[src/rtl/nibble_pkg.sv]
// Shared definitions for the nibble sequence detector: FSM state encoding,
// default target pattern and the saturation limit of the match counter.
package nibble_pkg;

  typedef enum logic [1:0] {
    IDLE = 2'd0,
    GOT0 = 2'd1,
    GOT1 = 2'd2
  } state_t;

  localparam logic [3:0] DEF_P0  = 4'hC;
  localparam logic [3:0] DEF_P1  = 4'h6;
  localparam logic [3:0] DEF_P2  = 4'hF;
  localparam logic [3:0] CNT_MAX = 4'hF;

endpackage

[src/rtl/sat_cnt4.sv]
// 4-bit saturating counter with a synchronous clear that beats increment,
// plus a registered flag that is high whenever the count sits at its maximum.
module sat_cnt4
  import nibble_pkg::*;
(
  input  logic       clk,
  input  logic       reset,
  input  logic       inc,
  input  logic       clr,
  output logic [3:0] count,
  output logic       sat
);

  logic [3:0] count_d, count_q;
  logic       sat_d, sat_q;

  // Next count: clear wins, otherwise step by one until the ceiling is reached.
  always_comb begin
    count_d = count_q;
    if (clr) begin
      count_d = 4'd0;
    end else if (inc && (count_q != CNT_MAX)) begin
      count_d = count_q + 4'd1;
    end
    sat_d = (count_d == CNT_MAX);
  end

  // Count and saturation flag registers, both forced to zero by reset.
  always_ff @(posedge clk or posedge reset) begin
    if (reset) begin
      count_q <= 4'd0;
      sat_q   <= 1'b0;
    end else begin
      count_q <= count_d;
      sat_q   <= sat_d;
    end
  end

  assign count = count_q;
  assign sat   = sat_q;

endmodule

[src/rtl/nibble_seq_det.sv]
// Detects the nibble sequence P0,P1,P2 on valid samples. Restart is only
// possible through P0, so a failed attempt that lands on P0 keeps progress.
// Every completed sequence pulses match for one cycle and bumps the counter.
module nibble_seq_det
  import nibble_pkg::*;
#(
  parameter logic [3:0] P0 = DEF_P0,
  parameter logic [3:0] P1 = DEF_P1,
  parameter logic [3:0] P2 = DEF_P2
) (
  input  logic       clk,
  input  logic       reset,
  input  logic       valid,
  input  logic [3:0] d,
  input  logic       clear,
  output logic       match,
  output logic [3:0] count,
  output logic       sat,
  output logic [1:0] state
);

  state_t state_d, state_q;
  logic   match_d, match_q;

  // Next-state and match decode; invalid cycles hold state and never match.
  always_comb begin
    state_d = state_q;
    match_d = 1'b0;
    case (state_q)
      IDLE: begin
        if (valid) begin
          state_d = (d == P0) ? GOT0 : IDLE;
        end
      end
      GOT0: begin
        if (valid) begin
          if (d == P1) begin
            state_d = GOT1;
          end else if (d == P0) begin
            state_d = GOT0;
          end else begin
            state_d = IDLE;
          end
        end
      end
      GOT1: begin
        if (valid) begin
          match_d = (d == P2);
          state_d = (d == P0) ? GOT0 : IDLE;
        end
      end
      default: begin
        state_d = IDLE;
      end
    endcase
  end

  // FSM state and registered match pulse.
  always_ff @(posedge clk or posedge reset) begin
    if (reset) begin
      state_q <= IDLE;
      match_q <= 1'b0;
    end else begin
      state_q <= state_d;
      match_q <= match_d;
    end
  end

  // The counter increments on the same edge that registers the match pulse.
  sat_cnt4 u_cnt (
    .clk   (clk),
    .reset (reset),
    .inc   (match_d),
    .clr   (clear),
    .count (count),
    .sat   (sat)
  );

  assign match = match_q;
  assign state = state_q;

endmodule

[config.mk]
export PLATFORM = sky130hd
export DESIGN_NAME = nibble_seq_det
export DESIGN_NICKNAME = d
export VERILOG_FILES = /design/src/rtl/nibble_pkg.sv /design/src/rtl/sat_cnt4.sv /design/src/rtl/nibble_seq_det.sv
export SDC_FILE = /design/constraint.sdc
export NUM_CORES = 1
export LEC_CHECK = 0
export ABC_CLOCK_PERIOD_IN_PS = 4210
export CAP_MARGIN = 20
export CORE_AREA = 3 3 40 42
export DETAILED_ROUTE_END_ITERATION = 7
export DIE_AREA = 0 0 43 45
export PLACE_DENSITY = 0.69
export SLEW_MARGIN = 30
export SYNTH_ARGS = -nofsm -noshare
export SYNTH_HDL_FRONTEND = slang
export SYNTH_SLANG_ARGS = --single-unit
export TNS_END_PERCENT = 5
[constraint.sdc]
create_clock -name clk -period 4.21 [get_ports clk]
set_clock_uncertainty 0.2 [all_clocks]
set_input_delay 1.263 -clock clk [delete_from_list [all_inputs] [get_ports clk]]
set_output_delay 1.263 -clock clk [all_outputs]
set_load 0.03 [all_outputs]
After elaboration in Yosys (flattened, before gate mapping) --
Index checks and enable logic that the tools add are counted.
Word-level totals: register bits 8, input bits 8, output and inout port bits 8, word-level logic and storage cells 27
Operators by class: add/sub/neg operators 1, eq/ne operators 9, multiplexer cells 9, reduce and logical (&&, ||, !) cells 4
Operator list (count):
- 4-bit equality test, second input constant | 3
- 4-bit two-way mux | 2
- 2-bit two-way mux | 3
- 4-bit by 1-bit adder with 4-bit output, second input constant | 1
- 4-bit by 3-bit equality test with 1-bit output, second input constant | 1
- 4-bit inequality test, second input constant | 1
- 2-bit one-hot mux with 2 select lines | 1
- 1-bit two-way mux | 3
- 2-bit by 1-bit equality test with 1-bit output, second input constant | 1
- 2-bit equality test, second input constant | 1
- 2-bit zero test | 1
- 2-bit by 1-bit inequality test with 1-bit output, second input constant | 1
- 2-bit inequality test, second input constant | 1
- 2-bit AND reduction | 1
- 2-bit OR reduction | 1
- 1-bit logical AND | 1

Longest topological paths before layout --
word-level depth 7, mapped depth 5

Cells and area by module --
Synthesis repeated with hierarchy kept, for this count alone.
Unflattened totals: cells, all modules 40, area, all modules 429.2 µm²
Modules (own cells, without submodules):
- sat_cnt4 | times used 1, cells each 27, area each 269.0 µm², seq. area each 125.1 µm²
- nibble_seq_det | times used 1, cells each 13, area each 160.2 µm², seq. area each 75.1 µm²

Least setup slack after synthesis --
No wires, ideal clock.
kind input to register, start point input port valid, end point register u_cnt.sat_q, in the netlist u_cnt.sat, library setup time 0.120 ns, arrival 1.982 ns, data required time 3.890 ns, setup slack 1.908 ns, cell stages on the path 4, cell sequence and4b_1 and3_1 o22ai_1 and3_1
On the way: cells in the longest elaborated chain, start to end 6
Ends and longest elaborated chain:
- start: declaration | line nibble_seq_det.sv:13 | input logic valid,
- 1-bit two-way mux | line nibble_seq_det.sv:47 | if (valid) begin
- 1-bit two-way mux | line nibble_seq_det.sv:29 | case (state_q)
- 1-bit logical AND | line sat_cnt4.sv:22 | end else if (inc && (count_q != CNT_MAX)) begin
- 4-bit two-way mux | line sat_cnt4.sv:22
- 4-bit two-way mux | line sat_cnt4.sv:20 | if (clr) begin
- 4-bit equality test | line sat_cnt4.sv:25 | sat_d = (count_d == CNT_MAX);
- named net u_cnt.sat_d | line sat_cnt4.sv:15 | logic sat_d, sat_q;
- end signal: assignment | line sat_cnt4.sv:35 | sat_q <= sat_d;
- end: declaration | line sat_cnt4.sv:15
The timed path passes the listed nets, and every way through them passes these cells. A chain may end at the register's enable or synchronous reset.

Worst setup path in the final report --
start point register u_cnt.count_q[0], in the netlist u_cnt.count[0], end point output port count[0]
RTL lines:
- start: declaration | line sat_cnt4.sv:14 | logic [3:0] count_d, count_q;
- start signal: assignment | line sat_cnt4.sv:34 | count_q <= count_d;
- end: declaration | line nibble_seq_det.sv:17 | output logic [3:0] count,
No word-level cell between the ends.

==> results_tabular.tex <==
\begin{tabular}{lr}
\hline
Metric & Value \\
\hline
\multicolumn{2}{l}{\textbf{Status}} \\
Status & complete, no violations \\
\multicolumn{2}{l}{\textbf{STA}} \\
Slew at the pin closest to its max-slew limit & 0.308 ns \\
FMAX & 0.351 GHz \\
RSZ-0062 raised after global routing & false \\
Max-slew violations & 0 \\
Post-route fraction of the period consumed by the critical path & 67.7\% \\
Crit path time final & 2.85 ns \\
Number of setup violations in the final report & 0 \\
Worst slew slack as a fraction of its limit & 79.4\% \\
Count of endpoints failing hold in the final timing report & 0 \\
Summed negative setup slack over all endpoints & 0 ns \\
PnR worst setup slack & 1.36 ns \\
Worst Hold Margin & 0.329 ns \\
\multicolumn{2}{l}{\textbf{Critical path}} \\
Startpoint types & flop \\
Reg2reg start & state[0] \\
Data arrival time at the worst-slack endpoint & 1.39 ns \\
FF-to-FF End & u\_cnt.sat \\
Critical path buffers and inverters & 1 \\
Family with the most delay on the worst path & buffers and inverters \\
FF-to-FF setup slack & 2.60 ns \\
Highest net fanout along the worst path & 6 \\
Standard cell with the maximum stage delay on the critical path & sky130\_fd\_sc\_hd\_\_clkdlybuf4s50\_1 \\
Critical path data required time & 2.75 ns \\
Sort of element at the end of the critical path & output pin \\
Chain of cells forming the critical path & clkdlybuf4s50\_1 \\
Classification of the worst setup path & flop to output pin \\
Worst stage delay on the critical path & 0.71 ns \\
Depth of the worst register-to-register path & 4 \\
\multicolumn{2}{l}{\textbf{Floorplanning}} \\
Initial Utilization & 32.0\% \\
Die Span Y & 45 um \\
Die span in x & 43 um \\
Number of rows in the core area & 13 \\
Die area & 1940 um2 \\
Ports placed on the boundary & 16 \\
Core footprint & 1280 um2 \\
\multicolumn{2}{l}{\textbf{Global route}} \\
Pin count of the biggest net entering global routing & 9 \\
Initial antenna violation count & 0 \\
Sum of overflow across all layers after global routing & 0 \\
First-pass GRT wire length & 1460 um \\
Vias in the first global route & 331 \\
GRT Total Usage & 10.7\% \\
\multicolumn{2}{l}{\textbf{Worst hold path}} \\
Cell depth of the worst min-delay path & 1 \\
End point of the most critical hold path & state[0] \\
Min-delay src & state[1] \\
Min-delay worst type & flop to flop \\
\multicolumn{2}{l}{\textbf{CTS}} \\
Cts bufs inserted & 3 \\
Number of H-tree branching levels & 1 \\
Root buffer cell & sky130\_fd\_sc\_hd\_\_clkbuf\_4 \\
\# resized after CTS & 0 \\
Clock tree from TritonCTS & done \\
Clock-pin slew on the worst setup and hold paths & 0.05 ns \\
Post-CTS setup repair buffer count & 0 \\
CTS Sinks & 8 \\
Clk buf depth & 2 \\
Clk\_lat worst skew & 0.25 ns \\
Hold buffer count at CTS & 0 \\
\multicolumn{2}{l}{\textbf{Drt}} \\
Antenna-violating nets left & 0 \\
Routed length per placed instance & 11.5 um \\
Drt drc & 0 \\
Number of DRC violations after detailed-routing iteration 0 & 0 \\
Vias per cell & 5.16 \\
Via total after detailed routing & 382 \\
Final routed wirelength across all metal layers & 853 um \\
Number of iterations in the first detailed-routing pass & 1 \\
\multicolumn{2}{l}{\textbf{Synthesis}} \\
Mean instance size in the synthesized netlist & 10.0 um2 \\
Synth Net Count & 50 \\
Number of distinct library cells after synthesis & 21 \\
Synthesized cell area & 412 um2 \\
Largest area contributor in the netlist & sky130\_fd\_sc\_hd\_\_dfrtp\_1 \\
Cells taking the most area after synthesis & sky130\_fd\_sc\_hd\_\_dfrtp\_1 (49\%), sky130\_fd\_sc\_hd\_\_and3\_1 (6.1\%), sky130\_fd\_sc\_hd\_\_nor2\_1 (4.6\%) \\
Cell count after synthesis & 41 \\
Count of state elements after synthesis & 8 \\
Sequential-to-total area share from yosys stat & 48.6\% \\
Share of the synthesized area in the top cell type & 48.6\% \\
Syn. warnings & 0 \\
\multicolumn{2}{l}{\textbf{Final layout}} \\
Final antenna diode count & 0 \\
Post-layout nets & 70 \\
Post-layout util & 46.9\% \\
Most common cell after layout, fill and taps aside & sky130\_fd\_sc\_hd\_\_clkdlybuf4s50\_1 \\
Post-synthesis to final-layout area growth & 46.5\% \\
Ratio of cells with drive above 1 in the final layout & 10.2\% \\
Highest-count cells in the layout ignoring fill and taps & sky130\_fd\_sc\_hd\_\_clkdlybuf4s50\_1 (15), sky130\_fd\_sc\_hd\_\_dfrtp\_1 (8), sky130\_fd\_sc\_hd\_\_nor2\_1 (5) \\
\multicolumn{2}{l}{\textbf{Placement}} \\
Worst slack, placed & 1.30 ns \\
Gp weighted congestion & 0.700 \\
I/O Buffers & 15 \\
\multicolumn{2}{l}{\textbf{Power}} \\
Power density over the cells & 248 nW/um2 \\
Max VDD drop & 102 uV \\
Leakage power of the design & 0.000273 uW \\
\multicolumn{2}{l}{\textbf{Job}} \\
Max-cap violations & 0 \\
\hline
\end{tabular}
how the worst max path moves through the flow:
stage	start	end	slack, ns	cells after the start
after floorplan	valid	u_cnt.sat	1.91	4
after global placement	valid	u_cnt.sat	1.32	5
after detailed placement	valid	u_cnt.sat	1.30	5
after CTS	u_cnt.count[0]	count[0]	1.35	1
after global routing	u_cnt.count[0]	count[0]	1.30	1
final	u_cnt.count[0]	count[0]	1.36	1
cells by family after synthesis:
family / synth area share [%]
AOI/OAI and AO/OA: 15.8
DFF: 48.6
xor gates and xnor gates: 2.13
muxes: 2.43
adders and majority gates: 3.04
buffers and inverters: 2.74
and+or+nand+nor: 25.2
layer usage:
layer  global-route usage [%]  up-vias  part of all wire (%)
met5                        0        -                     0
met4                     9.04        0                   3.5
met3                     3.98        5                   7.0
met2                     15.0       15                    46
met1                     13.1      177                    43
li1                         -      185                     -
report_power, final:
group | internal [uW] | switching, uW
Combinational | 7.56 | 5.97
Sequential | 77.3 | 0.535
Clock | 32.6 | 25.6
final cells by class:
cell class                      instances  area, um2
Inverter                                3       11.3
Sequential cell                         8        200
Timing Repair Buffer                   15        150
Fill cell                             137        682
Multi-Input combinational cell         30        200
Tap cell                               15       18.8
Clock buffer                            3       22.5
registers in the layout (all words and copies together) (netlist names):
| signal | count |
|---|---|
| u_cnt.count | 4 |
| u_cnt.sat | 1 |
| state | 2 |
| match | 1 |
per-stage QoR:
stage	area (um2)	power, uW	cells
3_3_place_gp	581	92.9	71
6_report	603	150	74
3_5_place_dp	581	93.0	71
2_1_floorplan	412	83.3	41
5_1_grt	603	160	74
4_1_cts	603	153	74
cells in the mapped netlist (all sizes together):
master / number
dfrtp: 8
nor2: 5
and3: 4
inv: 3
nand2: 3
a31oi: 2
nand4: 2
a211oi: 1
a21oi: 1
a311oi: 1
a32oi: 1
and2: 1
and4b: 1
ha: 1
mux2i: 1
nand2b: 1
nand3: 1
nor2b: 1
o21ai: 1
o22ai: 1
xnor2: 1
(Power assumes the default switching activity.)
